## src/rtl/apb_timer_pkg.sv

```systemverilog
// rtl/apb_timer_pkg.sv - register map, CTRL layout and shared types for apb_timer
package apb_timer_pkg;

  localparam logic [4:0] CTRL_OFS   = 5'h00;
  localparam logic [4:0] LOAD_OFS   = 5'h04;
  localparam logic [4:0] VALUE_OFS  = 5'h08;
  localparam logic [4:0] STATUS_OFS = 5'h0C;

  localparam int EN_BIT       = 0;
  localparam int RELOAD_BIT   = 1;
  localparam int IE_BIT       = 2;
  localparam int PRESCALE_LSB = 8;
  localparam int PRESCALE_MSB = 15;

  // CTRL flag bits; the prescale field is held separately at its parameterised width.
  typedef struct packed {
    logic ie;
    logic reload;
    logic en;
  } ctrl_t;

endpackage

```

## src/rtl/apb_timer_if.sv

```systemverilog
// rtl/apb_timer_if.sv - APB slave port of the timer (no pready/pslverr)
interface apb_timer_if #(
  parameter int DATA_WIDTH = 32,
  parameter int ADDR_WIDTH = 32
);
  logic                  psel;
  logic                  penable;
  logic                  pwrite;
  logic [ADDR_WIDTH-1:0] paddr;
  logic [DATA_WIDTH-1:0] pwdata;
  logic [DATA_WIDTH-1:0] prdata;

  modport master (output psel, penable, pwrite, paddr, pwdata, input prdata);
  modport slave  (input psel, penable, pwrite, paddr, pwdata, output prdata);
endinterface

```

## src/rtl/apb_timer_prescaler.sv

```systemverilog
// rtl/apb_timer_prescaler.sv - counts 0..prescale and pulses tick on the terminal count
module apb_timer_prescaler #(
  parameter int WIDTH = 8
) (
  input  logic             clk_i,
  input  logic             rst_i,
  input  logic             en_i,
  input  logic             clr_i,
  input  logic [WIDTH-1:0] prescale_i,
  output logic             tick_o
);

  logic [WIDTH-1:0] cnt_q;
  logic [WIDTH-1:0] cnt_d;

  assign tick_o = en_i && (cnt_q == prescale_i);

  always_comb begin
    cnt_d = cnt_q + WIDTH'(1);
    if (!en_i || clr_i || tick_o) begin
      cnt_d = '0;
    end
  end

  always_ff @(posedge clk_i) begin
    if (rst_i) begin
      cnt_q <= '0;
    end else begin
      cnt_q <= cnt_d;
    end
  end

endmodule

```

## src/rtl/apb_timer.sv

```systemverilog
// rtl/apb_timer.sv - zero-wait APB timer: prescaled 32-bit down-counter, sticky expiry, maskable irq
module apb_timer
  import apb_timer_pkg::*;
#(
  parameter int DATA_WIDTH     = 32,
  parameter int ADDR_WIDTH     = 32,
  parameter int PRESCALE_WIDTH = 8
) (
  input  logic        hclk,
  input  logic        hreset,
  apb_timer_if.slave  bus,
  output logic        irq
);

  ctrl_t                     ctrl_q, ctrl_d;
  logic [PRESCALE_WIDTH-1:0] prescale_q, prescale_d;
  logic [DATA_WIDTH-1:0]     load_q, load_d;
  logic [DATA_WIDTH-1:0]     value_q, value_d;
  logic                      exp_q, exp_d;
  logic                      irq_q, irq_d;
  logic [DATA_WIDTH-1:0]     prdata_q, prdata_d;
  logic [DATA_WIDTH-1:0]     ctrl_rd;

  logic [4:0] ofs;
  logic       wr_en, rd_setup, wr_ctrl, wr_load, wr_status;
  logic       tick, expire;

  assign ofs       = {bus.paddr[4:2], 2'b00};
  assign wr_en     = bus.psel && bus.penable && bus.pwrite;
  assign rd_setup  = bus.psel && !bus.penable && !bus.pwrite;
  assign wr_ctrl   = wr_en && (ofs == CTRL_OFS);
  assign wr_load   = wr_en && (ofs == LOAD_OFS);
  assign wr_status = wr_en && (ofs == STATUS_OFS);
  assign expire    = tick && (value_q == '0);

  apb_timer_prescaler #(.WIDTH(PRESCALE_WIDTH)) u_prescaler (
    .clk_i      (hclk),
    .rst_i      (hreset),
    .en_i       (ctrl_q.en),
    .clr_i      (wr_load),
    .prescale_i (prescale_q),
    .tick_o     (tick)
  );

  always_comb begin
    ctrl_rd                                   = '0;
    ctrl_rd[EN_BIT]                           = ctrl_q.en;
    ctrl_rd[RELOAD_BIT]                       = ctrl_q.reload;
    ctrl_rd[IE_BIT]                           = ctrl_q.ie;
    ctrl_rd[PRESCALE_LSB +: PRESCALE_WIDTH]   = prescale_q;
  end

  always_comb begin
    ctrl_d     = ctrl_q;
    prescale_d = prescale_q;
    load_d     = load_q;
    value_d    = value_q;
    exp_d      = exp_q;
    prdata_d   = prdata_q;
    irq_d      = exp_q && ctrl_q.ie;

    if (tick) begin
      if (value_q != '0) begin
        value_d = value_q - DATA_WIDTH'(1);
      end else if (ctrl_q.reload) begin
        value_d = load_q;
      end else begin
        ctrl_d.en = 1'b0;
      end
    end

    // Later assignments win: expiry over W1C, LOAD write over tick, CTRL write over auto-clear.
    if (wr_status && bus.pwdata[0]) exp_d = 1'b0;
    if (expire)                     exp_d = 1'b1;

    if (wr_load) begin
      load_d  = bus.pwdata;
      value_d = bus.pwdata;
    end

    if (wr_ctrl) begin
      ctrl_d.en     = bus.pwdata[EN_BIT];
      ctrl_d.reload = bus.pwdata[RELOAD_BIT];
      ctrl_d.ie     = bus.pwdata[IE_BIT];
      prescale_d    = bus.pwdata[PRESCALE_LSB +: PRESCALE_WIDTH];
    end

    if (rd_setup) begin
      case (ofs)
        CTRL_OFS:   prdata_d = ctrl_rd;
        LOAD_OFS:   prdata_d = load_q;
        VALUE_OFS:  prdata_d = value_q;
        STATUS_OFS: prdata_d = {{(DATA_WIDTH-1){1'b0}}, exp_q};
        default:    prdata_d = '0;
      endcase
    end
  end

  always_ff @(posedge hclk) begin
    if (hreset) begin
      ctrl_q     <= '0;
      prescale_q <= '0;
      load_q     <= '0;
      value_q    <= '0;
      exp_q      <= 1'b0;
      irq_q      <= 1'b0;
      prdata_q   <= '0;
    end else begin
      ctrl_q     <= ctrl_d;
      prescale_q <= prescale_d;
      load_q     <= load_d;
      value_q    <= value_d;
      exp_q      <= exp_d;
      irq_q      <= irq_d;
      prdata_q   <= prdata_d;
    end
  end

  assign bus.prdata = prdata_q;
  assign irq        = irq_q;

endmodule
```

## src/flat_wrapper.sv

```systemverilog
// flat-port wrapper written by rule: the top's interface ports become plain ports
module apb_timer_flat import apb_timer_pkg::*;
#(
  parameter int DATA_WIDTH     = 32,
  parameter int ADDR_WIDTH     = 32,
  parameter int PRESCALE_WIDTH = 8
)
  (hclk, hreset, irq, bus_psel, bus_penable, bus_pwrite, bus_paddr, bus_pwdata, bus_prdata);
  apb_timer_if #(.DATA_WIDTH(DATA_WIDTH), .ADDR_WIDTH(ADDR_WIDTH)) bus_i ();
  input  logic hclk;
  input  logic hreset;
  output logic irq;
  input wire logic [$bits(bus_i.psel)-1:0] bus_psel;
  input wire logic [$bits(bus_i.penable)-1:0] bus_penable;
  input wire logic [$bits(bus_i.pwrite)-1:0] bus_pwrite;
  input wire logic [$bits(bus_i.paddr)-1:0] bus_paddr;
  input wire logic [$bits(bus_i.pwdata)-1:0] bus_pwdata;
  output wire logic [$bits(bus_i.prdata)-1:0] bus_prdata;
  assign bus_i.psel = bus_psel;
  assign bus_i.penable = bus_penable;
  assign bus_i.pwrite = bus_pwrite;
  assign bus_i.paddr = bus_paddr;
  assign bus_i.pwdata = bus_pwdata;
  assign bus_prdata = bus_i.prdata;
  apb_timer #(.DATA_WIDTH(DATA_WIDTH), .ADDR_WIDTH(ADDR_WIDTH), .PRESCALE_WIDTH(PRESCALE_WIDTH)) u_core (.hclk(hclk), .hreset(hreset), .bus(bus_i), .irq(irq));
endmodule
```

## config.mk

```make
export PLATFORM = sky130hd
export DESIGN_NAME = apb_timer_flat
export DESIGN_NICKNAME = d
export VERILOG_FILES = /design/src/rtl/apb_timer_pkg.sv /design/src/rtl/apb_timer_if.sv /design/src/rtl/apb_timer_prescaler.sv /design/src/rtl/apb_timer.sv /design/src/flat_wrapper.sv
export SDC_FILE = /design/constraint.sdc
export NUM_CORES = 1
export LEC_CHECK = 0
export ABC_CLOCK_PERIOD_IN_PS = 3100
export CAP_MARGIN = 20
export CORE_MARGIN = 10
export CORE_UTILIZATION = 45
export CTS_BUF_LIST = sky130_fd_sc_hd__clkbuf_8
export DETAILED_ROUTE_END_ITERATION = 10
export PLACE_DENSITY = 0.7
export SLEW_MARGIN = 20
export SYNTH_ARGS = -nofsm -noshare
export SYNTH_HDL_FRONTEND = slang
export SYNTH_SLANG_ARGS = --single-unit
export TNS_END_PERCENT = 20
```

## constraint.sdc

```tcl
create_clock -name hclk -period 3.1 [get_ports hclk]
set_input_delay 0.31 -clock hclk [delete_from_list [all_inputs] [get_ports hclk]]
set_output_delay 0.31 -clock hclk [all_outputs]
set_load 0.02 [all_outputs]
```

==> qor.csv <==
metric,value,unit
syn-mean-instance-area,7.985,um2
worst_endpoint_data_arrival_time,3.22,ns
path_clk_slew,0.07,ns
rows,41,
synth.yosys.seq_area_share,40.74,%
hold-path-endpoint,u_core.bus.prdata[0],
synth-edff-count,0,
synth_cells,720,
syn2layout_area_growth,22.55,%
gr-usage-met3,5.526,%
grt-busiest-layer,met2,
hold_path_startpoint,hreset,
grt_pass1_wl,28300,um
postCtsSetupBuffers,0,
timing_worst_slew_pin_value,0.7804,ns
totalPowerFinal,3.441,mW
global_route.usage.met2,30.94,%
rsz0062_at_grt,false,
drt-vias-per-instance,5.805,
hold_buffers,0,
detailed_place_hpwl,11950,um
share_of_final_layout_standard_cells_stronger_than_drive_strength_1,9.661,%
ys_types,56,
detailroute.via_count,5625,
antenna_cells,0,
synth_top_area_share,40.74,%
ff_latch_area,0.002342,mm2
cts_tree,built,
timing.hold.ws,0.3965,ns
powerDensity,488.3,mW/mm2
synth_seq_cells,117,
slew_violations,0,
nets,856,
routedWlPerCell,17.64,um
outcome,finished clean,
met1_usage_grt,24.24,%
ctsLongestPathBuffers,2,
largest_net_degree_at_the_start_of_global_routing,71,
crit_path_start_kind,flop,
dieArea,0.01770,mm2
setup_viol,0,
worstSkewPairLatency,0.46,ns
skew,0.008793,ns
synthTopCellsByCount,"nand2_1, dfxtp_1, nor2_1, a21oi_1, nor3_1",
fillers,1202,
timing.critical_path.to_type,flop,
max_fanout_on_critical_path,8,
worst_ep_required_time,3.48,ns
vdd.ir_drop.worst,0.3150,mV
numClockSinks,117,
cts_resized,0,
dieHeight,133.0,um
globalplace.congestion,0.9492,
fmax,352.3,MHz
setup.reg_to_reg.worst_slack,0.26,ns
post-synth-top-area-cell,dfxtp_1,
htree_num_levels,4,
async_reset_ff_share,0,%
track_usage,19.37,%
grt_antenna_before_repair,0,
timing.final.hold_violations,0,
port_buffers,72,
final_period_minus_worst_setup_slack,2.838,ns
drt-pass1-iter-count,5,
post-route-util,56.06,%
die_w,133.0,um
reg2reg_depth,6,
grt_pass1_vias,5527,
hp-class,in -> reg,
r2r-start,u_core.value_q[22],
yosys_warning_count,0,
postSynthNetCount,792,
dr_drc_count,0,
worstSetupPathType,reg -> reg,
cts_root_buffer,clkbuf_8,
numCtsBuffers,17,
multi_input_area,0.003157,mm2
initial_utilization,45.74,%
ys_top_cells_by_area,"dfxtp_1, nand2_1, nor2_1",
pin_count,102,
relSlewSlack,47.57,%
maxCapViolations,0,
power.leakage,2.474,nW
synthFlopType,dfxtp_1,
postRouteAntennaNets,0,
core_region_area,0.01257,mm2
post_synthesis_cell_area,0.005749,mm2
timing.hold.worst_path_depth,2,
globalRoute.totalOverflow,0,
finalWirelength,17090,um
r2r_end,u_core.value_q[19],
synthMostInstantiatedCell,nand2_1,
drc_violation_total_after_the_first_tritonroute_iteration,491,
final.period_utilization,91.56,%
tns,0,ns
-- power by group --
part	switching [mW]	leakage [nW]	total (mW)	internal, mW
clock network	0.641	0.194	1.34	0.702
logic	0.322	1.33	0.552	0.230
registers	0.0197	0.945	1.55	1.53
total	0.983	2.47	3.44	2.46
-- kinds of logic (layout without fill, tap and decap cells) --
group	Yosys count	in the layout	synth area share, %
simple gates	321	321	25.24
compound gates	175	175	21.50
flops	117	117	40.74
buf+inv	59	136	4.548
xor+xnor	34	34	5.179
mux	11	11	2.133
fa+ha+maj	3	3	0.6530
-- placed cells by master (no fill, tap or decap), types with 4 or more instances in the layout --
master and count:
nand2_1 133, dfxtp_1 117, nor2_1 82, clkdlybuf4s50_1 71, a21oi_1 48, nor3_1 40
buf_4 28, xor2_1 23, a221oi_1 22, nand3_1 18, o21ai_0 18, a22oi_1 18
clkbuf_8 17, a31oi_1 14, xnor2_1 11, o211ai_1 11, mux2i_1 10, nor4_1 7
a311oi_1 7, inv_1 6, nand4_1 6, or3_1 6, a311oi_2 6, a211oi_1 5
clkinv_2 5, nand2b_1 4, a211o_1 4
-- cell type report --
cell class | count | share of cell area, %
flip-flops and latches | 117 | 33.24
clock inverters | 15 | 2.007
repair buffers | 100 | 13.35
well taps | 172 | 3.055
multi-input cells | 544 | 44.81
inverters | 4 | 0.2131
clock buffers | 17 | 3.321
-- flip-flops by register name, summed over array words and instances (netlist names) --
register and flops:
u_core.bus.prdata 32, u_core.prescale_q 8, u_core.value_q 32, u_core.exp_q 1, u_core.load_q 32, u_core.irq 1, u_core.u_prescaler.cnt_q 8, u_core.ctrl_q 3
-- through the flow --
stage | setup WS (ns) | instances | cell area (um2)
floorplan | 0.4579 | 720 | 5749
global placement | 0.3938 | 937 | 6670
detailed placement | 0.3294 | 937 | 6670
CTS | 0.2954 | 969 | 7046
global route | 0.1390 | 969 | 7046
finish | 0.2618 | 969 | 7046
-- layer usage --
metal  share of wire [%]  vias up
met4                 1.7        0
li1                    -     2718
met1                  45     2659
met2                  46      212
met3                 6.9       36
met5                   0        -
-- critical path, stage by stage (launching register included) --
cell and delay [ns]:
dfxtp_1 0.36, or4_1 0.62, or4_4 0.52, or3_1 0.49
nor3_4 0.39, a22oi_1 0.15, a31oi_1 0.22
-- how the worst max path moves through the flow --
stage	from	end	cells after the start	slack (ns)
floorplan	u_core.value_q[18]	u_core.value_q[11]	9	0.46
global placement	u_core.value_q[22]	u_core.value_q[13]	6	0.39
detailed placement	u_core.value_q[22]	u_core.value_q[19]	6	0.33
CTS	u_core.value_q[22]	u_core.value_q[19]	6	0.30
global route	u_core.value_q[22]	u_core.value_q[13]	6	0.14
finish	u_core.value_q[22]	u_core.value_q[19]	6	0.26
Power figures use the tool's default switching activity.
